===== src/rtl/m_mem_ctrl.sv =====
// m_mem_ctrl: memory-stage load/store controller driving a req/ack word bus, with alignment checks and a bus timeout
module m_mem_ctrl #(
  parameter int TIMEOUT_CYC = 255
) (
  input  logic        clk,
  input  logic        reset,
  input  logic [31:0] INSTR_M,
  input  logic [31:0] ALU_OUT_M,
  input  logic [31:0] FRead_Data_2_M,
  input  logic [4:0]  EXP_M,
  input  logic        FLUSH_M,
  output logic        BUS_REQ,
  output logic        BUS_WE,
  output logic [31:0] BUS_ADDR,
  output logic [3:0]  BUS_BE,
  output logic [31:0] BUS_WDATA,
  input  logic [31:0] BUS_RDATA,
  input  logic        BUS_ACK,
  output logic        STALL_M,
  output logic [31:0] MEM_RDATA_M,
  output logic [4:0]  EXP_OUT_M
);
  typedef enum logic [1:0] {IDLE, BUSY, DONE} state_t;
  state_t state, state_nx;
  logic [5:0] op;
  logic ld, st, half, word, uns, misal, valid, tmo;
  logic [3:0] be_nx;
  logic [31:0] wd_nx, ld_data;
  logic [15:0] cnt;
  logic err, drop, r_half, r_word, r_uns;
  logic [1:0] r_lane;
  logic [7:0] lane_byte;
  logic [15:0] lane_half;
  logic unused_instr;
  assign unused_instr = ^INSTR_M[25:0];
  assign op = INSTR_M[31:26];
  always_comb begin
    ld = op inside {6'h20, 6'h21, 6'h23, 6'h24, 6'h25};
    st = op inside {6'h28, 6'h29, 6'h2b};
    half = op inside {6'h21, 6'h25, 6'h29};
    word = op inside {6'h23, 6'h2b};
    uns = op inside {6'h24, 6'h25};
    misal = (ld | st) && ((half && ALU_OUT_M[0]) || (word && ALU_OUT_M[1:0] != 2'b00));
    valid = (ld | st) && EXP_M == 5'd0 && !misal && !FLUSH_M;
    be_nx = word ? 4'hf : half ? (ALU_OUT_M[1] ? 4'hc : 4'h3) : 4'b0001 << ALU_OUT_M[1:0];
    wd_nx = word ? FRead_Data_2_M : half ? {2{FRead_Data_2_M[15:0]}} : {4{FRead_Data_2_M[7:0]}};
  end
  // load alignment uses the lane/size captured at launch, not the live pipeline inputs
  always_comb begin
    lane_byte = BUS_RDATA[{r_lane, 3'b000} +: 8];
    lane_half = r_lane[1] ? BUS_RDATA[31:16] : BUS_RDATA[15:0];
    ld_data = r_word ? BUS_RDATA :
              r_half ? {{16{~r_uns & lane_half[15]}}, lane_half} :
                       {{24{~r_uns & lane_byte[7]}}, lane_byte};
  end
  assign tmo = cnt == 16'(TIMEOUT_CYC - 1) && !BUS_ACK;
  always_comb begin
    state_nx = state;
    STALL_M = 1'b0;
    EXP_OUT_M = 5'd0;
    case (state)
      IDLE: begin
        STALL_M = valid;
        EXP_OUT_M = EXP_M != 5'd0 ? EXP_M : misal ? (st ? 5'd5 : 5'd4) : 5'd0;
        state_nx = valid ? BUSY : IDLE;
      end
      BUSY: begin
        STALL_M = 1'b1;
        state_nx = (BUS_ACK || tmo) ? DONE : BUSY;
      end
      DONE: begin
        EXP_OUT_M = (err && !drop) ? 5'd7 : 5'd0;
        state_nx = IDLE;
      end
      default: state_nx = IDLE;
    endcase
  end
  always_ff @(posedge clk or negedge reset) begin
    if (!reset) begin
      state <= IDLE;
      BUS_REQ <= 1'b0;
      BUS_WE <= 1'b0;
      BUS_ADDR <= 32'd0;
      BUS_BE <= 4'd0;
      BUS_WDATA <= 32'd0;
      MEM_RDATA_M <= 32'd0;
      cnt <= 16'd0;
      err <= 1'b0;
      drop <= 1'b0;
      r_half <= 1'b0;
      r_word <= 1'b0;
      r_uns <= 1'b0;
      r_lane <= 2'd0;
    end else begin
      state <= state_nx;
      case (state)
        IDLE: if (valid) begin
          BUS_REQ <= 1'b1;
          BUS_WE <= st;
          BUS_ADDR <= {ALU_OUT_M[31:2], 2'b00};
          BUS_BE <= be_nx;
          BUS_WDATA <= wd_nx;
          r_half <= half;
          r_word <= word;
          r_uns <= uns;
          r_lane <= ALU_OUT_M[1:0];
          cnt <= 16'd0;
          err <= 1'b0;
          drop <= 1'b0;
        end
        BUSY: begin
          cnt <= cnt + 16'd1;
          if (FLUSH_M) drop <= 1'b1;
          if (BUS_ACK || tmo) BUS_REQ <= 1'b0;
          if (tmo) err <= 1'b1;
          if (BUS_ACK && !BUS_WE && !drop && !FLUSH_M) MEM_RDATA_M <= ld_data;
        end
        DONE: begin
          cnt <= 16'd0;
          err <= 1'b0;
          drop <= 1'b0;
        end
        default: ;
      endcase
    end
  end
endmodule


===== config.mk =====
export PLATFORM = sky130hd
export DESIGN_NAME = m_mem_ctrl
export DESIGN_NICKNAME = d
export VERILOG_FILES = /design/src/rtl/m_mem_ctrl.sv
export SDC_FILE = /design/constraint.sdc
export NUM_CORES = 1
export LEC_CHECK = 0
export ABC_AREA = 1
export ABC_CLOCK_PERIOD_IN_PS = 2000
export CAP_MARGIN = 20
export CORE_UTILIZATION = 35
export CTS_BUF_LIST = sky130_fd_sc_hd__clkbuf_16
export CTS_CLUSTER_DIAMETER = 80
export DETAILED_ROUTE_END_ITERATION = 8
export PLACE_DENSITY = 0.67
export SLEW_MARGIN = 20
export SYNTH_ARGS = -nofsm -noshare
export SYNTH_HDL_FRONTEND = slang
export SYNTH_SLANG_ARGS = --single-unit

===== constraint.sdc =====
create_clock -name clk -period 2 [get_ports clk]
set_input_delay 0.2 -clock clk [delete_from_list [all_inputs] [get_ports clk]]
set_output_delay 0.2 -clock clk [all_outputs]
set_load 0.05 [all_outputs]

# Word level (Yosys, flattened, before mapping)
# Index checks and enable logic that the tools add are counted.
[word_totals] ff_bits=125 in_bits=137 wordCells=98
[classes] n_addsub=1 eq_ne=15 shift=2 mux=27 n_bitwise=4 reduce_logical=35
[ops] op="2-to-1 mux 32 bit" count=4
[ops] op="== test 6 bit, second input constant" count=8
[ops] op="case mux 16 bit (3 select lines)" count=1
[ops] op="2-to-1 mux 16 bit" count=2
[ops] op="variable part select 32 x 6 -> 8 bit" count=1
[ops] op="adder 16 x 1 -> 16 bit, second input constant" count=1
[ops] op="== test 16 x 8 -> 1 bit, second input constant" count=1
[ops] op="2-to-1 mux 4 bit" count=3
[ops] op="logical AND 1 bit" count=11
[ops] op="case mux 5 bit (2 select lines)" count=1
[ops] op="nonzero test 5 bit" count=2
[ops] op="AND reduction 3 bit" count=3
[ops] op="nonzero test 3 bit" count=3
[ops] op="!= test 2 bit, second input constant" count=4
[ops] op="nonzero test 2 bit" count=4
[ops] op="2-to-1 mux 1 bit" count=7
[ops] op="2-to-1 mux 3 bit" count=2
[ops] op="case mux 1 bit (3 select lines)" count=2
[ops] op="AND reduction 2 bit" count=3
[ops] op="zero test 1 bit" count=5
[ops] op="zero test 5 bit" count=1
[ops] op="2-to-1 mux 5 bit" count=1
[ops] op="case mux 1 bit (2 select lines)" count=2
[ops] op="case mux 2 bit (2 select lines)" count=1
[ops] op="9 further kinds" count=11

# Depth between registers and ports, before layout
[depth] ltp_word=10 mapped_depth=12

# Worst setup path before layout
# Ideal clock, no wire load.
[synth_path] path_type="input-to-output" from="input port INSTR_M[30]" to="output port EXP_OUT_M[2]" arrival_ns=1.939 required_ns=1.800 setup_slack_ns=-0.139 stages=8 path_buffers=1 path_cell_list="inv_1 > nand2_1 > nor2_1 > buf_4 > nand3_2 > nand3_2 > o21ai_0 > o21ai_0"
[synth_between] elab_chain_len=8
[synth_rtl] element="start: declaration" line="7" text="input logic [31:0] INSTR_M,"
[synth_rtl] element="== test 6 bit (on tied branches)"
[synth_rtl] element="nonzero test 3 bit / nonzero test 2 bit (equally long branches)" line="40, 41"
[synth_rtl] element="logical AND 1 bit" line="43" text="misal = (ld | st) && ((half && ALU_OUT_M[0]) || (word && ALU_OUT_M[1:0] != 2'b00));"
[synth_rtl] element="logical OR 1 bit" line="43"
[synth_rtl] element="logical AND 1 bit (*)" line="43"
[synth_rtl] element="2-to-1 mux 3 bit (*)" line="64" text="EXP_OUT_M = EXP_M != 5'd0 ? EXP_M : misal ? (st ? 5'd5 : 5'd4) : 5'd0;"
[synth_rtl] element="2-to-1 mux 5 bit (*)" line="64"
[synth_rtl] element="case mux 5 bit (2 select lines) (*)" line="61" text="case (state)"
[synth_rtl] element="end: declaration" line="21" text="output logic [4:0] EXP_OUT_M"
# Mark *: on every way between the ends. The rest lies on a longest branch, timed or not.

# Final worst setup path
[layout_path] from="register state[0]" to="output port STALL_M"
[layout_between] elab_chain_len=2
[layout_rtl] element="start: declaration" line="24" text="state_t state, state_nx;"
[layout_rtl] element="start signal: assignment" line="95" text="state <= state_nx;"
[layout_rtl] element="== test 2 x 1 -> 1 bit / zero test 2 bit (equally long branches)" line="61"
[layout_rtl] element="case mux 1 bit (2 select lines) (*)" line="61"
[layout_rtl] element="end: declaration" line="19" text="output logic STALL_M,"
# Marks and branches as above.

==> impl_metrics.py <==
metrics = {
    "critical_path": {
        "cp.arrival_ps": 1680,
        "slowest_stage": "dfrtp_1",
        "r2r_slack_ps": 180,
        "worstReg2RegStart": "state[0]$_DFF_PN0_",
        "crit_chain": "nor2_2 > buf_4 > nand2_4 > nand2_2 > buf_12",
        "r2r-end": "MEM_RDATA_M[1]$_DFFE_PN0P_",
        "critPathLaunchType": "flop",
        "end_kind": "primary output",
        "cp_max_fo": 17,
        "path_class": "reg2out",
        "slowest_delay_ps": 420,
        "required_ps": 1800,
        "reg2reg_depth": 6,
    },
    "clock_tree": {
        "clk_path_buf_depth": 2,
        "cts_root_buffer": "clkbuf_16",
        "cts_tree": "yes",
        "cts_buffers": 17,
        "cts.htree.levels": 4,
        "path_clk_slew_ps": 60,
        "clock_sinks": 125,
        "clk_latency_ps": 430,
    },
    "floorplan": {
        "io_pins": 245,
        "dieWidth_um": 135.5,
        "die_y_um": 135.5,
        "floorplan.initialDensity_pct": 35.92,
        "core_area_um2": 17360,
        "rows": 48,
        "die-area_um2": 18350,
    },
    "status": {
        "status": "completed",
    },
    "global_route": {
        "met2_usage_pct": 33.28,
        "grt_util_all_layers_pct": 21.10,
        "grt_use_met3_pct": 8.193,
        "grt_first_pass_wirelength_um": 29950,
        "grt_most_used_layer": "met2",
        "use_met1_pct": 26.35,
        "grt-ovfl-total": 0,
        "grt_pass1_vias": 5890,
        "antenna_found_initial": 0,
        "grt_max_degree": 48,
    },
    "detailed_routing": {
        "via_count": 6208,
        "wl_per_cell_um": 14.61,
        "drtPass1Iterations": 5,
        "drt_iter0_markers": 285,
        "wirelength_um": 18710,
        "drc": 0,
        "drtAntennaViolNets": 0,
        "via_per_inst": 4.846,
    },
    "logic_synthesis": {
        "async_flop_share_pct": 100.0,
        "synth_area_per_cell_um2": 7.697,
        "synthCells": 810,
        "synth-seq-cells": 125,
        "ys_warn_count": 0,
        "synth_area_um2": 6235,
        "ys.flop_type": "dfrtp_1",
        "synth_cell_type_count": 33,
        "synth_edf_count": 0,
        "seq_area_frac_synth_pct": 50.17,
    },
    "pwr": {
        "p_leak_nw": 4.641,
        "clockPowerShare_pct": 40.2,
        "seqPwrFrac_pct": 38.2,
        "pwr_density_cell_nw_per_um2": 812.9,
        "ir_drop_v": 0.0005616,
        "p_sw_w": 0.002493,
        "combPwrFrac_pct": 21.6,
        "power.internal_w": 0.005248,
        "sw_frac_of_total_pct": 32.20,
    },
    "timing": {
        "hold_violations": 0,
        "setup_viol_count_final": 0,
        "hold_ws_ps": 279.4,
        "worst_slew_pin_slew_ps": 545.2,
        "finClkSkew_ps": 12.41,
        "report.final.slew_viol_count": 0,
        "period_needed_ps": 1875,
        "fin_crit_sh_pct": 93.77,
        "max_slew_margin_pct": 63.54,
        "max_freq_mhz": 533.2,
    },
    "final_layout": {
        "fillCellCount": 1654,
        "diodes": 0,
        "area_delta_synth_final_pct": 52.72,
        "nNetsFinal": 1182,
        "final_cell_area_um2": 9522,
        "layout-drive-gt1-share_pct": 10.04,
    },
    "placement": {
        "dp_hpwl_um": 13500,
        "io_buffers": 216,
        "place_congestion": 0.8740,
        "place_area_um2": 8820,
    },
    "job": {
        "max-cap-violations": 0,
    },
    "hold_path": {
        "hold_path.class": "in2async",
    },
}
==> power by group through the flow <==
stage	clock network, W	logic [W]	registers, W
after floorplan	0	0.000596	0.00332
after global placement	0	0.00165	0.00299
after detailed placement	0	0.00167	0.00299
after CTS	0.00318	0.00167	0.00295
after global routing	0.00328	0.00182	0.00299
final	0.00311	0.00167	0.00295
==> worst max path at each step <==
stage	startpoint	to	slack [ps]	depth (start not counted)
global placement	INSTR_M[30]	STALL_M	-10	11
detailed placement	INSTR_M[30]	BUS_WDATA[5]$_DFFE_PN0P_	-40	12
global route	ALU_OUT_M[1]	STALL_M	-1	10
finish	state[0]$_DFF_PN0_	STALL_M	120	5
CTS	state[0]$_DFF_PN0_	STALL_M	6	5
floorplan	INSTR_M[30]	EXP_OUT_M[2]	230	8
==> worst max-delay path, delay by kind of cell (launching register included) <==
kind	cells	cell delay (ps)
buffers and inverters	2	420
flip-flops	1	420
AND/OR/NAND/NOR	3	410
==> cell families (layout without fill, tap and decap cells) <==
group / count (synthesis) / in the layout / share of synthesized area (%)
other: 1 / 2 / 0.06015
flip-flops: 125 / 125 / 50.17
buffers and inverters: 114 / 359 / 7.967
AO/OA/AOI/OAI: 172 / 172 / 14.79
adder cells (fa/ha/maj): 2 / 2 / 0.4013
AND/OR/NAND/NOR: 396 / 396 / 26.61
==> state kept, by name (all words and copies together), names as in the netlist <==
signal	count
BUS_ADDR	30
BUS_BE	4
BUS_REQ	1
BUS_WDATA	32
BUS_WE	1
MEM_RDATA_M	32
cnt	16
drop	1
err	1
r_half	1
r_lane	2
r_uns	1
r_word	1
state	2
==> stage by stage <==
step / instances / total power (W) / util [%] / TNS, ps / setup slack [ps]
finish: 1281 / 0.007740 / 54.86 / 0 / 124.6
floorplan: 811 / 0.003920 / - / 0 / 233.9
global route: 1281 / 0.008087 / 54.86 / -1.488 / -1.488
detailed placement: 1242 / 0.004656 / 50.81 / -988.2 / -42.64
global placement: 1242 / 0.004637 / 50.81 / -30.28 / -13.58
CTS: 1275 / 0.007808 / 54.35 / 0 / 5.715
==> cell usage after synthesis, types with 5 or more instances <==
cell type  number  area, um^2
inv_1          67       251.5
clkbuf_1       16       60.06
nand3_1        67       335.3
nand2_1       258       968.4
nor2_1         41       153.9
nor3_1          5       25.02
or2_2           7       43.79
dfrtp_1       125        3128
o211ai_1       13       97.59
o21ai_0        91       455.4
a21oi_1        60       300.3
buf_2          18       90.09
nand4_1         7       43.79
==> cell type report <==
cell class	count	area, um^2	area share [%]
clock buffer	17	425.4	4.468
clock inverter	15	163.9	1.721
inverter	71	270.3	2.838
multi-input combinational	572	2651	27.84
sequential	125	3128	32.85
tap	225	281.5	2.957
timing repair buffer	256	2601	27.32
==> per-layer routing <==
layer  vias to the layer above  share of wire, %
li1                       3095                 -
met1                      2860                43
met2                       232                46
met3                        21               9.1
met4                         0               1.3
met5                         -                 0
==> layout by cell type (no fill, tap or decap), drive strengths merged <==
| master | count |
|---|---|
| nand3 | 69 |
| inv | 73 |
| bufinv | 2 |
| clkinv | 9 |
| nand4 | 8 |
| nor2 | 45 |
| nand3b | 1 |
| o21bai | 3 |
| dlygate4sd2 | 1 |
| clkbuf | 18 |
| clkinvlp | 2 |
| nor4 | 1 |
| ha | 2 |
| o21ai | 92 |
| nor3 | 5 |
| buf | 45 |
| a21oi | 61 |
| or2 | 7 |
| nand2 | 260 |
| a31oi | 1 |
| o31ai | 2 |
| dlygate4sd3 | 1 |
| dfrtp | 125 |
| clkdlybuf4s50 | 208 |
| conb | 2 |
| o211ai | 13 |
==> repair_timing <==
item,4_1_cts,5_1_grt
setup buffers,0,6
hold buffers,1,0
pin swaps,1,3
gates resized for setup,4,10
endpoints found under the hold margin,33,0
endpoints found under the setup margin,3,3
Power figures use the tool's default switching activity.
